$ cat src/rtl/ifu_fetch.sv
// Instruction fetch: owns the PC, keeps one read in flight, buffers one instruction for decode.
// Latency: inst_valid rises 2 cycles after the AR handshake at best. Throughput: 1 instruction per 2 cycles.
// Backpressure: the response is refused while the buffer is full and not draining. AR is held until arready.
module ifu_fetch #(
  parameter logic [31:0] RESET_PC = 32'h8000_0000,
  parameter logic [31:0] INST_NOP = 32'h0000_0013
) (
  input  logic        clk,
  input  logic        rst,
  input  logic        redirect_valid,
  input  logic [31:0] redirect_pc,
  output logic [31:0] araddr,
  output logic        arvalid,
  input  logic        arready,
  input  logic [31:0] rdata,
  input  logic [1:0]  rresp,
  input  logic        rvalid,
  output logic        rready,
  output logic        inst_valid,
  input  logic        inst_ready,
  output logic [31:0] inst,
  output logic [31:0] inst_pc,
  output logic        inst_fault
);

  typedef enum logic {REQ = 1'b0, WAIT = 1'b1} state_t;

  state_t      state_q, state_d;
  logic [31:0] pc_q, pc_d;
  logic [31:0] req_pc_q, req_pc_d;
  logic        kill_q, kill_d;
  logic        flt_pend_q, flt_pend_d;
  logic        arvalid_d;
  logic [31:0] araddr_d;
  logic        inst_valid_d;
  logic [31:0] inst_d;
  logic [31:0] inst_pc_d;
  logic        inst_fault_d;
  logic        buf_free;

  always_comb begin
    state_d      = state_q;
    pc_d         = pc_q;
    req_pc_d     = req_pc_q;
    kill_d       = kill_q;
    flt_pend_d   = flt_pend_q;
    arvalid_d    = arvalid;
    araddr_d     = araddr;
    inst_valid_d = inst_valid;
    inst_d       = inst;
    inst_pc_d    = inst_pc;
    inst_fault_d = inst_fault;
    rready       = 1'b0;
    buf_free     = !inst_valid || inst_ready;

    if (inst_valid && inst_ready) inst_valid_d = 1'b0;

    case (state_q)
      REQ: begin
        if (arvalid && arready) begin
          arvalid_d = 1'b0;
          state_d   = WAIT;
          req_pc_d  = araddr;
        end else if (!arvalid) begin
          // A misaligned target reports its fault once, then fetch parks here.
          if (flt_pend_q && !kill_q && buf_free) begin
            inst_valid_d = 1'b1;
            inst_d       = INST_NOP;
            inst_pc_d    = pc_q;
            inst_fault_d = 1'b1;
            flt_pend_d   = 1'b0;
          end else if (pc_q[1:0] == 2'b00) begin
            arvalid_d = 1'b1;
            araddr_d  = pc_q;
          end
        end
      end
      WAIT: begin
        rready = buf_free;
        if (rvalid && buf_free) begin
          state_d = REQ;
          if (kill_q || redirect_valid) begin
            kill_d = 1'b0;
            if (pc_q[1:0] == 2'b00) begin
              arvalid_d = 1'b1;
              araddr_d  = pc_q;
            end
          end else begin
            inst_valid_d = 1'b1;
            inst_d       = (rresp != 2'b00) ? INST_NOP : rdata;
            inst_pc_d    = req_pc_q;
            inst_fault_d = (rresp != 2'b00);
            pc_d         = req_pc_q + 32'd4;
            // Issue the next request straight away to sustain 1 per 2 cycles.
            arvalid_d    = 1'b1;
            araddr_d     = req_pc_q + 32'd4;
          end
        end
      end
      default: state_d = REQ;
    endcase

    if (redirect_valid) begin
      pc_d         = redirect_pc;
      inst_valid_d = 1'b0;
      flt_pend_d   = |redirect_pc[1:0];
      if ((state_q == WAIT && !(rvalid && buf_free)) || (state_q == REQ && arvalid))
        kill_d = 1'b1;
      // A request already on the bus must complete unchanged; anything new waits a cycle.
      if (!arvalid) arvalid_d = 1'b0;
    end
  end

  always_ff @(posedge clk or posedge rst) begin
    if (rst) begin
      state_q    <= REQ;
      pc_q       <= RESET_PC;
      req_pc_q   <= 32'd0;
      kill_q     <= 1'b0;
      flt_pend_q <= 1'b0;
      arvalid    <= 1'b0;
      araddr     <= 32'd0;
      inst_valid <= 1'b0;
      inst       <= 32'd0;
      inst_pc    <= 32'd0;
      inst_fault <= 1'b0;
    end else begin
      state_q    <= state_d;
      pc_q       <= pc_d;
      req_pc_q   <= req_pc_d;
      kill_q     <= kill_d;
      flt_pend_q <= flt_pend_d;
      arvalid    <= arvalid_d;
      araddr     <= araddr_d;
      inst_valid <= inst_valid_d;
      inst       <= inst_d;
      inst_pc    <= inst_pc_d;
      inst_fault <= inst_fault_d;
    end
  end

endmodule

$ cat config.mk
export PLATFORM = sky130hd
export DESIGN_NAME = ifu_fetch
export DESIGN_NICKNAME = d
export VERILOG_FILES = /design/src/rtl/ifu_fetch.sv
export SDC_FILE = /design/constraint.sdc
export NUM_CORES = 1
export LEC_CHECK = 0
export BUFFER_PORTS_ARGS = -buffer_cell sky130_fd_sc_hd__buf_4
export CAP_MARGIN = 5
export CORE_MARGIN = 1.5
export CORE_UTILIZATION = 40
export DETAILED_ROUTE_END_ITERATION = 10
export GPL_TIMING_DRIVEN = 0
export PLACE_DENSITY_LB_ADDON = 0.15
export SYNTH_ARGS = -nofsm -noshare
export SYNTH_HDL_FRONTEND = slang
export SYNTH_SLANG_ARGS = --single-unit
$ cat constraint.sdc
create_clock -name clk -period 4.9 [get_ports clk]
set_input_delay 0.245 -clock clk [delete_from_list [all_inputs] [get_ports clk]]
set_output_delay 0.245 -clock clk [all_outputs]
set_load 0.03 [all_outputs]
* Word level (Yosys, flattened, before mapping)
Index checks and enable logic that the tools add are counted.
** Word-level totals
- Flip-flop bits (word level) :: 166
- Output and inout bits :: 100
- Logic and storage cells :: 109
** Operators by class
- Add/sub/neg operators :: 1
- Equality and inequality tests :: 10
- Multiplexer cells :: 62
- Bitwise gates (word level) :: 1
- Reductions and logical operators :: 24
** Operators with widths (count)
- 2-to-1 mux 32 bit :: 21
- case mux 32 bit (2 select lines) :: 3
- 2-to-1 mux 1 bit :: 34
- adder 32 x 3 -> 32 bit, second input constant :: 1
- inequality test 2 bit, second input constant :: 9
- case mux 1 bit (2 select lines) :: 4
- AND reduction 4 bit :: 2
- nonzero test 2 bit :: 4
- logical AND 1 bit :: 7
- AND reduction 5 bit :: 1
- zero test 1 bit :: 3
- logical OR 1 bit :: 3
- AND reduction 3 bit :: 1
- zero test 2 bit :: 1
- inequality test 2 x 1 -> 1 bit, second input constant :: 1
- AND reduction 2 bit :: 1
- OR reduction 2 bit :: 1
- inverter 1 bit :: 1

* Logic depth before layout (Yosys ltp)
Gate-level depths: netlist of run 1.
- Word-level depth :: 9
- Gate-level depth with buffers :: 8
- Gate-level depth less buffers :: 6

* Worst setup path after synthesis of run 1
Ideal clock, no wire load.
- Kind :: register to register
- From :: register req_pc_q[2]
- To :: register pc_q[22]
- Setup time :: 126 ps
- Arrival :: 2075 ps
- Setup slack :: 2699 ps
- Cell stages (with the launch flop) :: 8
- Buffers on the path :: 1
- Period minus slack after synthesis :: 2201 ps
- Path through :: dfrtp_1 ha_1 nand3_2 or4_4 buf_2 nor3_1 xor2_1 a221o_1
** Between the ends
- Word-level cells in the longest chain between the ends :: 5
** Ends and longest elaborated chain
- start: declaration :: RTL line 30 : logic [31:0] req_pc_q, req_pc_d;
- start signal: assignment :: RTL line 130 : req_pc_q <= req_pc_d;
- adder 32 x 3 -> 32 bit :: RTL line 93 : pc_d = req_pc_q + 32'd4;
- 2-to-1 mux 32 bit :: RTL line 82 : if (kill_q || redirect_valid) begin
- 2-to-1 mux 32 bit :: RTL line 80 : if (rvalid && buf_free) begin
- 2-to-1 mux 32 bit :: RTL line 58 : case (state_q)
- 2-to-1 mux 32 bit :: RTL line 103 : if (redirect_valid) begin
- end signal: assignment :: RTL line 129 : pc_q <= pc_d;
- end: declaration :: RTL line 29 : logic [31:0] pc_q, pc_d;
No other way between the ends. The select of a mux whose other input is x is not followed.
A chain may end at the register's enable or synchronous reset.

* Worst setup path in the final report of run 1
- From :: register inst_valid
- To :: register araddr[28]
** Between the ends
- Word-level cells in the longest chain between the ends :: 5
- Elaborated cells on any way between the ends :: 7
** Ends and longest elaborated chain
- start: declaration :: RTL line 19 : output logic inst_valid,
- start signal: assignment :: RTL line 135 : inst_valid <= inst_valid_d;
- zero test 1 bit (*) :: RTL line 54 : buf_free = !inst_valid || inst_ready;
- logical OR 1 bit (*) :: RTL line 54
- logical AND 1 bit (on tied branches) :: RTL line 66, 80
- inequality test 2 bit (no line) / inequality test 2 x 1 -> 1 bit (equally long branches)
- AND reduction 4 bit (no line) (*)
- end signal: assignment :: RTL line 134 : araddr <= araddr_d;
- end: declaration :: RTL line 12 : output logic [31:0] araddr,
Mark *: on every way between the ends. The rest lies on a longest branch, timed or not.

==> impl_metrics.tcl, run 1 <==
set metrics [dict create \
    required_ns 5.26 \
    post_cts.resized_instances 0 \
    yosys.area_share.simple_pct 12.9 \
    drt_first_iter_violations 464 \
    floorplan.io_pins 172 \
    totalPowerFinal_w 0.00636 \
    whs_path_depth 3 \
    drc 0 \
    most_used_flip_flop_cell_after_synthesis "dfrtp_1" \
    floorplan.die_area_mm2 0.0199 \
    internal_power_w 0.00375 \
    syn_area_per_cell_um2 10.5 \
    number_of_enable_type_register_cells_in_the_synthesized_netlist 0 \
    p_seq_share_pct 35.3 \
    final.fill_count 1719 \
    worst_hold_path_type "primary input to flop" \
    finalHoldWorstSlack_ns 0.0192 \
    worstSetupPathType "flop to flop" \
    finalSetupTns_ns 0 \
    synthesized_instance_count 723 \
    placed_cell_area_mm2 0.00923 \
    initial_utilization_pct 40.7 \
    cts_buffers 17 \
    place.gp.congestion 0.788 \
    std_cell_rows 50 \
    post-cts-setup-buffers 0 \
    timing.reg2reg.worst_path_depth 7 \
    dieHeight_um 141 \
    final_antenna_net_count 0 \
    yosys_warnings 0 \
    power-per-cell-area_mw_per_mm2 647 \
    synthArstFlopShare_pct 100 \
    wire_per_inst_um 19.6 \
    ys_ff_latch 166 \
    final_hold_viol_count 0 \
    synth.net_count 796 \
    final.min_clock_period_ns 2.87 \
    cp_data_arrival_time_ns 3.24 \
    worstSkewPairLatency_ns 0.43 \
    clockPowerShare_pct 21.7 \
    synth_mux_area_share_pct 9.74 \
    clkSinkCount 166 \
    mappedNetlistArea_mm2 0.00761 \
    initial_antenna_violation_count 0 \
    switching_share_pct 41.0 \
    path_common_cell "clkbuf_1" \
    number_of_endpoints_failing_setup_at_the_final_stage 0 \
    grt_max_degree 95 \
    area_fraction_in_compound_gates_after_synthesis_pct 16.3 \
    synth_cell_types 54 \
    cts_clock_pin_slew_for_the_worst_setup_and_hold_paths_ns 0.06 \
    setup.worst_path.start_class "flop" \
    path_cells "nor2b_1 -> clkbuf_1 -> or3_1 -> nor2_1 -> clkbuf_1 -> o21ai_0 -> nand2_1" \
    design.core.area_mm2 0.0187 \
    finalClockSkew_ns 0.00868 \
    critPathMaxStageDelay_ns 0.75 \
    num_antenna_cells 0 \
    globalRouteOverflowTotal 0 \
    placement.io_buffers 171 \
    final_design_area_no_fill_mm2 0.00983 \
    gr-usage-all-layers_pct 23.2 \
    first_pass_iters 5 \
    cp_max_fo 10 \
    setup_slack_ns 2.03 \
    combinational_cell_fraction_of_total_power_pct 43.0 \
    layout-drive-gt1-share_pct 27.6 \
    synth_seq_area_share_pct 54.6 \
    cp-end-kind "flop" \
    max_cap_violations 0 \
    multi_input_comb_area_mm2 0.00319 \
    synth_xor_area_share_pct 2.88 \
    detailedPlacementHpwl_um 15500 \
    fmax_mhz 348 \
    rsz_0062_raised_after_global_routing "no" \
    detail_route.wirelength_um 22700 \
    htree_num_levels 4 \
    slew-limit-headroom_pct 30.7 \
    yosys.area_share.adder_pct 0.164 \
    via_count_of_the_first_global_routing_pass 6045 \
    synth_most_common_cell "dfrtp_1" \
    layout_worst_path_cycle_share_pct 58.6 \
    synth_area_leaders "dfrtp_1 (54%), mux2_2 (4.9%), mux2i_1 (4.9%)" \
    final-seq-area_mm2 0.00416 \
    detailroute.via_count 6324 \
    worst_ir_drop_vdd_uv 348 \
    cts.path.max_buffers 2 \
    status "finished, final reports clean" \
    synthTopCellsByCount "dfrtp_1 (165), nor2_1 (92), nand2_1 (58)" \
    timing.critical_path.slowest_stage_cell "nor2_1" \
    grt_pass1_wl_um 34700 \
    total_leakage_power_nw 4.56 \
    chipWidth_um 141 \
    cts_tree "done" \
    max_slew_vio_count 0 \
    largest_area_contributor_in_the_netlist "dfrtp_1" \
    largest_family_of_logic_cells_by_synthesized_area "compound AO/OA/AOI/OAI gates" \
    drt-vias-per-instance 5.45 \
    clockRootBuffer "clkbuf_16" \
    synth.top_cell.area_share_pct 54.2 \
    design.final.nets 988 \
    worst_pin_slew_ns 1.03 \
    place_worst_setup_slack_ns 2.07 \
    net-switching-power_w 0.00261 \
    area_delta_synth_final_pct 29.1 \
]
critical path: cells and delay by family (launching register included):
kind | cells | cell delay, ns
AND/OR/NAND/NOR | 4 | 1.40
flip-flops | 1 | 0.39
buffers and inverters | 2 | 0.81
AO/OA/AOI/OAI | 1 | 0.19
metal layers:
| layer | part of all wire (%) | GRT usage (%) | vias to the layer above |
|---|---|---|---|
| met5 | 0 | 0 | - |
| met4 | 1.7 | 7.62 | 0 |
| met3 | 4.7 | 4.11 | 32 |
| met2 | 48 | 37.2 | 179 |
| met1 | 45 | 32.1 | 3157 |
| li1 | - | - | 2956 |
path summary, 6_finish.rpt:
| path | start | endpoint | slack [ns] |
|---|---|---|---|
| worst min-delay path | redirect_pc[6] | pc_q[6] | 0.02 |
| min in group asynchronous | rst | inst[6] | 0.42 |
| worst max register to register | inst_valid | araddr[28] | 2.03 |
| max in group asynchronous | rst | araddr[19] | 3.61 |
| worst max-delay path | inst_valid | araddr[28] | 2.03 |
| worst min register to register | inst[23] | inst[23] | 0.50 |
placed cells by master (no fill, tap or decap), types with 3 or more instances in the layout:
| cell type | instances |
|---|---|
| nand2b_1 | 5 |
| xnor2_1 | 12 |
| a211oi_1 | 7 |
| a221oi_1 | 5 |
| clkbuf_8 | 3 |
| nor3_1 | 12 |
| a31oi_1 | 3 |
| nand3_1 | 13 |
| inv_1 | 15 |
| and2_1 | 3 |
| o22a_1 | 3 |
| or3_1 | 4 |
| xor2_1 | 13 |
| dfrtp_1 | 165 |
| mux2_2 | 33 |
| a21o_1 | 13 |
| o31ai_1 | 11 |
| a22oi_1 | 3 |
| nand2_1 | 58 |
| nor2_1 | 92 |
| buf_4 | 171 |
| a221o_1 | 6 |
| clkbuf_16 | 17 |
| o221ai_1 | 3 |
| a21oi_1 | 54 |
| o21ai_0 | 20 |
| clkbuf_1 | 36 |
| bufinv_16 | 3 |
| buf_1 | 8 |
| mux2i_1 | 37 |
| buf_2 | 9 |
| nand4_1 | 10 |
| o311ai_0 | 4 |
| a22o_1 | 37 |
power groups by stage:
stage          Combinational (W)  Sequential [W]  Clock, W
2_1_floorplan            0.00122         0.00276         0
3_3_place_gp             0.00271         0.00226         0
3_5_place_dp             0.00274         0.00226         0
4_1_cts                  0.00275         0.00224   0.00141
5_1_grt                  0.00294         0.00231   0.00146
6_report                 0.00273         0.00224   0.00138
registers in the layout (all words and copies together), names as in the netlist:
| signal | flops |
|---|---|
| araddr | 32 |
| arvalid | 1 |
| flt_pend_q | 1 |
| inst | 32 |
| inst_fault | 1 |
| inst_pc | 32 |
| inst_valid | 1 |
| kill_q | 1 |
| pc_q | 32 |
| req_pc_q | 32 |
| state_q | 1 |
final cells by class:
cell class	instances	share of cell area (%)
clock inverter	8	1.26
sequential	166	42.3
clock buffer	22	4.82
inverter	16	0.687
buffer	52	2.11
tap	234	2.98
timing repair buffer	173	13.4
multi-input combinational	489	32.5
cell families after synthesis:
logic type / count (synthesis)
buf+inv: 68
fa+ha+maj: 1
xor+xnor: 25
simple gates: 215
flops: 166
compound gates: 178
mux: 70
stage by stage:
stage / instances / util (%)
global route: 1160 / 52.6
finish: 1160 / 52.6
floorplan: 723 / -
global placement: 1128 / 49.1
CTS: 1160 / 52.6
detailed placement: 1129 / 49.3
what timing repair did:
item	in CTS	in global routing
hold endpoints to repair	71	0
hold buffers	1	0
endpoints found under the setup margin	0	0
No activity file was read; power rests on OpenSTA's default activity.
==> inputs of run 2 (changes only) <==
==> constraint.sdc (replaced) <==
create_clock -name clk -period 2.7 [get_ports clk]
set_input_delay 0.135 -clock clk [delete_from_list [all_inputs] [get_ports clk]]
set_output_delay 0.135 -clock clk [all_outputs]
set_load 0.03 [all_outputs]
==> run 2 against run 1 <==
Effect of this change: power up 80%; critical path depth unchanged; wire length grew 2.4%; flip-flop and latch count unchanged; utilization is 3.6 points higher; combinational power is 85% higher; sequential share of layout area is 2.7 points lower; clock skew is 0.0017 ns higher; via count is 3.4% higher; clock power rose by 70%.
==> impl_metrics.tcl, run 2 (synthesis gave the netlist of run 1 again) <==
set metrics [dict create \
    required_ns 3.03 \
    path_common_cell "clkbuf_1" \
    detailedPlacementHpwl_um 15900 \
    grt_max_degree 41 \
    std_cell_rows 50 \
    mostFrequentLayoutCell "buf_4" \
    crit_path_buffers_inverters 3 \
    gr-usage-all-layers_pct 24.1 \
    finalSetupTns_ns 0 \
    layout_worst_path_cycle_share_pct 96.5 \
    cp_data_arrival_time_ns 2.94 \
    final_hold_viol_count 0 \
    num_antenna_cells 0 \
    design.final.nets 1055 \
    chipWidth_um 141 \
    timing.critical_path.slowest_stage_cell "buf_1" \
    worst_pin_slew_ns 0.879 \
    globalRouteOverflowTotal 0 \
    detailroute.via_count 6537 \
    drt_first_iter_violations 383 \
    layout.cells.most_common_list "buf_4 (172), dfrtp_1 (165), nor2_1 (91), dlygate4sd3_1 (64), nand2_1 (58)" \
    wire_per_inst_um 18.9 \
    worstSetupPathType "flop to flop" \
    cp-end-kind "flop" \
    critical-path-top-delay-family "buffers and inverters" \
    clkSinkCount 166 \
    power-per-cell-area_mw_per_mm2 1090 \
    placed_cell_area_mm2 0.00928 \
    final.min_clock_period_ns 2.60 \
    drt-vias-per-instance 5.32 \
    path_cells "nor2b_1 -> clkbuf_1 -> or3_1 -> clkbuf_1 -> buf_1 -> nor2_1 -> o31ai_1" \
    cp-startpoint "inst_valid" \
    detail_route.wirelength_um 23300 \
    design.core.area_mm2 0.0187 \
    number_of_endpoints_failing_setup_at_the_final_stage 0 \
    critPathMaxStageDelay_ns 0.65 \
    dieHeight_um 141 \
    layout-drive-gt1-share_pct 26.9 \
    cp_max_fo 10 \
    max_slew_vio_count 0 \
    via_count_of_the_first_global_routing_pass 6537 \
    timing.reg2reg.worst_path_depth 7 \
    first_pass_iters 5 \
    max_cap_violations 0 \
    setup.worst_path.start_class "flop" \
    rr_startpoint "inst_valid" \
    floorplan.die_area_mm2 0.0199 \
    placement.io_buffers 171 \
    cts.path.max_buffers 2 \
    cts_tree "done" \
    status "finished, final reports clean" \
    cts_clock_pin_slew_for_the_worst_setup_and_hold_paths_ns 0.06 \
    cts_buffers 17 \
    crit_end "pc_q[10]" \
    final.fill_count 1690 \
    worst_ir_drop_vdd_uv 568 \
    whs_path_depth 3 \
    clockRootBuffer "clkbuf_16" \
    fmax_mhz 384 \
    initial_antenna_violation_count 0 \
    place.gp.congestion 0.835 \
    totalPowerFinal_w 0.0115 \
    finalClockSkew_ns 0.0104 \
    worst_hold_path_type "primary input to flop" \
    final_antenna_net_count 0 \
    rsz_0062_raised_after_global_routing "no" \
    worstSkewPairLatency_ns 0.43 \
    grt_pass1_wl_um 36400 \
    area_delta_synth_final_pct 38.1 \
    final_design_area_no_fill_mm2 0.0105 \
    ff2ff_setup_slack_ns 0.1 \
    initial_utilization_pct 40.7 \
    floorplan.io_pins 172 \
    path_depth 7 \
    slew-limit-headroom_pct 41.4 \
    htree_num_levels 4 \
    drc 0 \
    total_leakage_power_nw 4.87 \
    critical_path.reg2reg.endpoint "pc_q[10]" \
]
## run 2: how the worst min path moves through the flow
stage	start	end	slack [ns]
CTS	redirect_pc[30]	pc_q[30]	0.001
finish	redirect_pc[30]	pc_q[30]	0.01
global route	redirect_pc[30]	pc_q[30]	0.01
global placement	redirect_pc[6]	pc_q[6]	0.34
detailed placement	rst	inst[0]	0.18
floorplan	rvalid	kill_q	0.24
## run 2: stage by stage
stage	std cells	worst slack [ns]	hold slack [ns]	utilization [%]
floorplan	723	0.453	0.239	-
global route	1228	0.00898	0.0143	56.2
finish	1228	0.0952	0.0137	56.2
detailed placement	1132	-0.108	0.178	49.6
global placement	1128	-0.722	0.343	49.2
CTS	1227	0.0632	0.00148	56.1
## run 2: cell type report
class / instances / area, µm² / area share [%]
Timing Repair Buffer: 240 / 2010 / 19.1
Tap cell: 234 / 293 / 2.78
Clock buffer: 23 / 488 / 4.64
Buffer: 52 / 214 / 2.03
Inverter: 16 / 63.8 / 0.607
Clock inverter: 8 / 73.8 / 0.702
Sequential cell: 166 / 4160 / 39.5
Multi-Input combinational cell: 489 / 3220 / 30.6
## run 2: power breakdown
group / switching (W) / total [W] / internal [W]
logic: 0.00302 / 0.00505 / 0.00203
registers: 0.000734 / 0.00408 / 0.00334
clock network: 0.000985 / 0.00234 / 0.00136
total: 0.00474 / 0.0115 / 0.00673
## run 2: layer usage
| metal | vias to the layer above | share of wire [%] | GRT usage (%) |
|---|---|---|---|
| met5 | - | 0 | 0 |
| met2 | 163 | 49 | 39.3 |
| met1 | 3233 | 45 | 32.7 |
| met3 | 37 | 4.1 | 4.82 |
| met4 | 0 | 2.0 | 7.02 |
| li1 | 3104 | - | - |
## run 2: timing repair
action                     4_1_cts  5_1_grt
resized for setup                2        9
hold endpoints to repair        80        0
setup endpoints to repair       11       31
pin swaps                        0        1
setup buffers                    0        1
hold buffers                    64        0
## run 2: tightest hold or removal path, cell delays in order
cell	delay, ns
buf_4	0.09
a22oi_1	0.08
o211ai_1	0.09
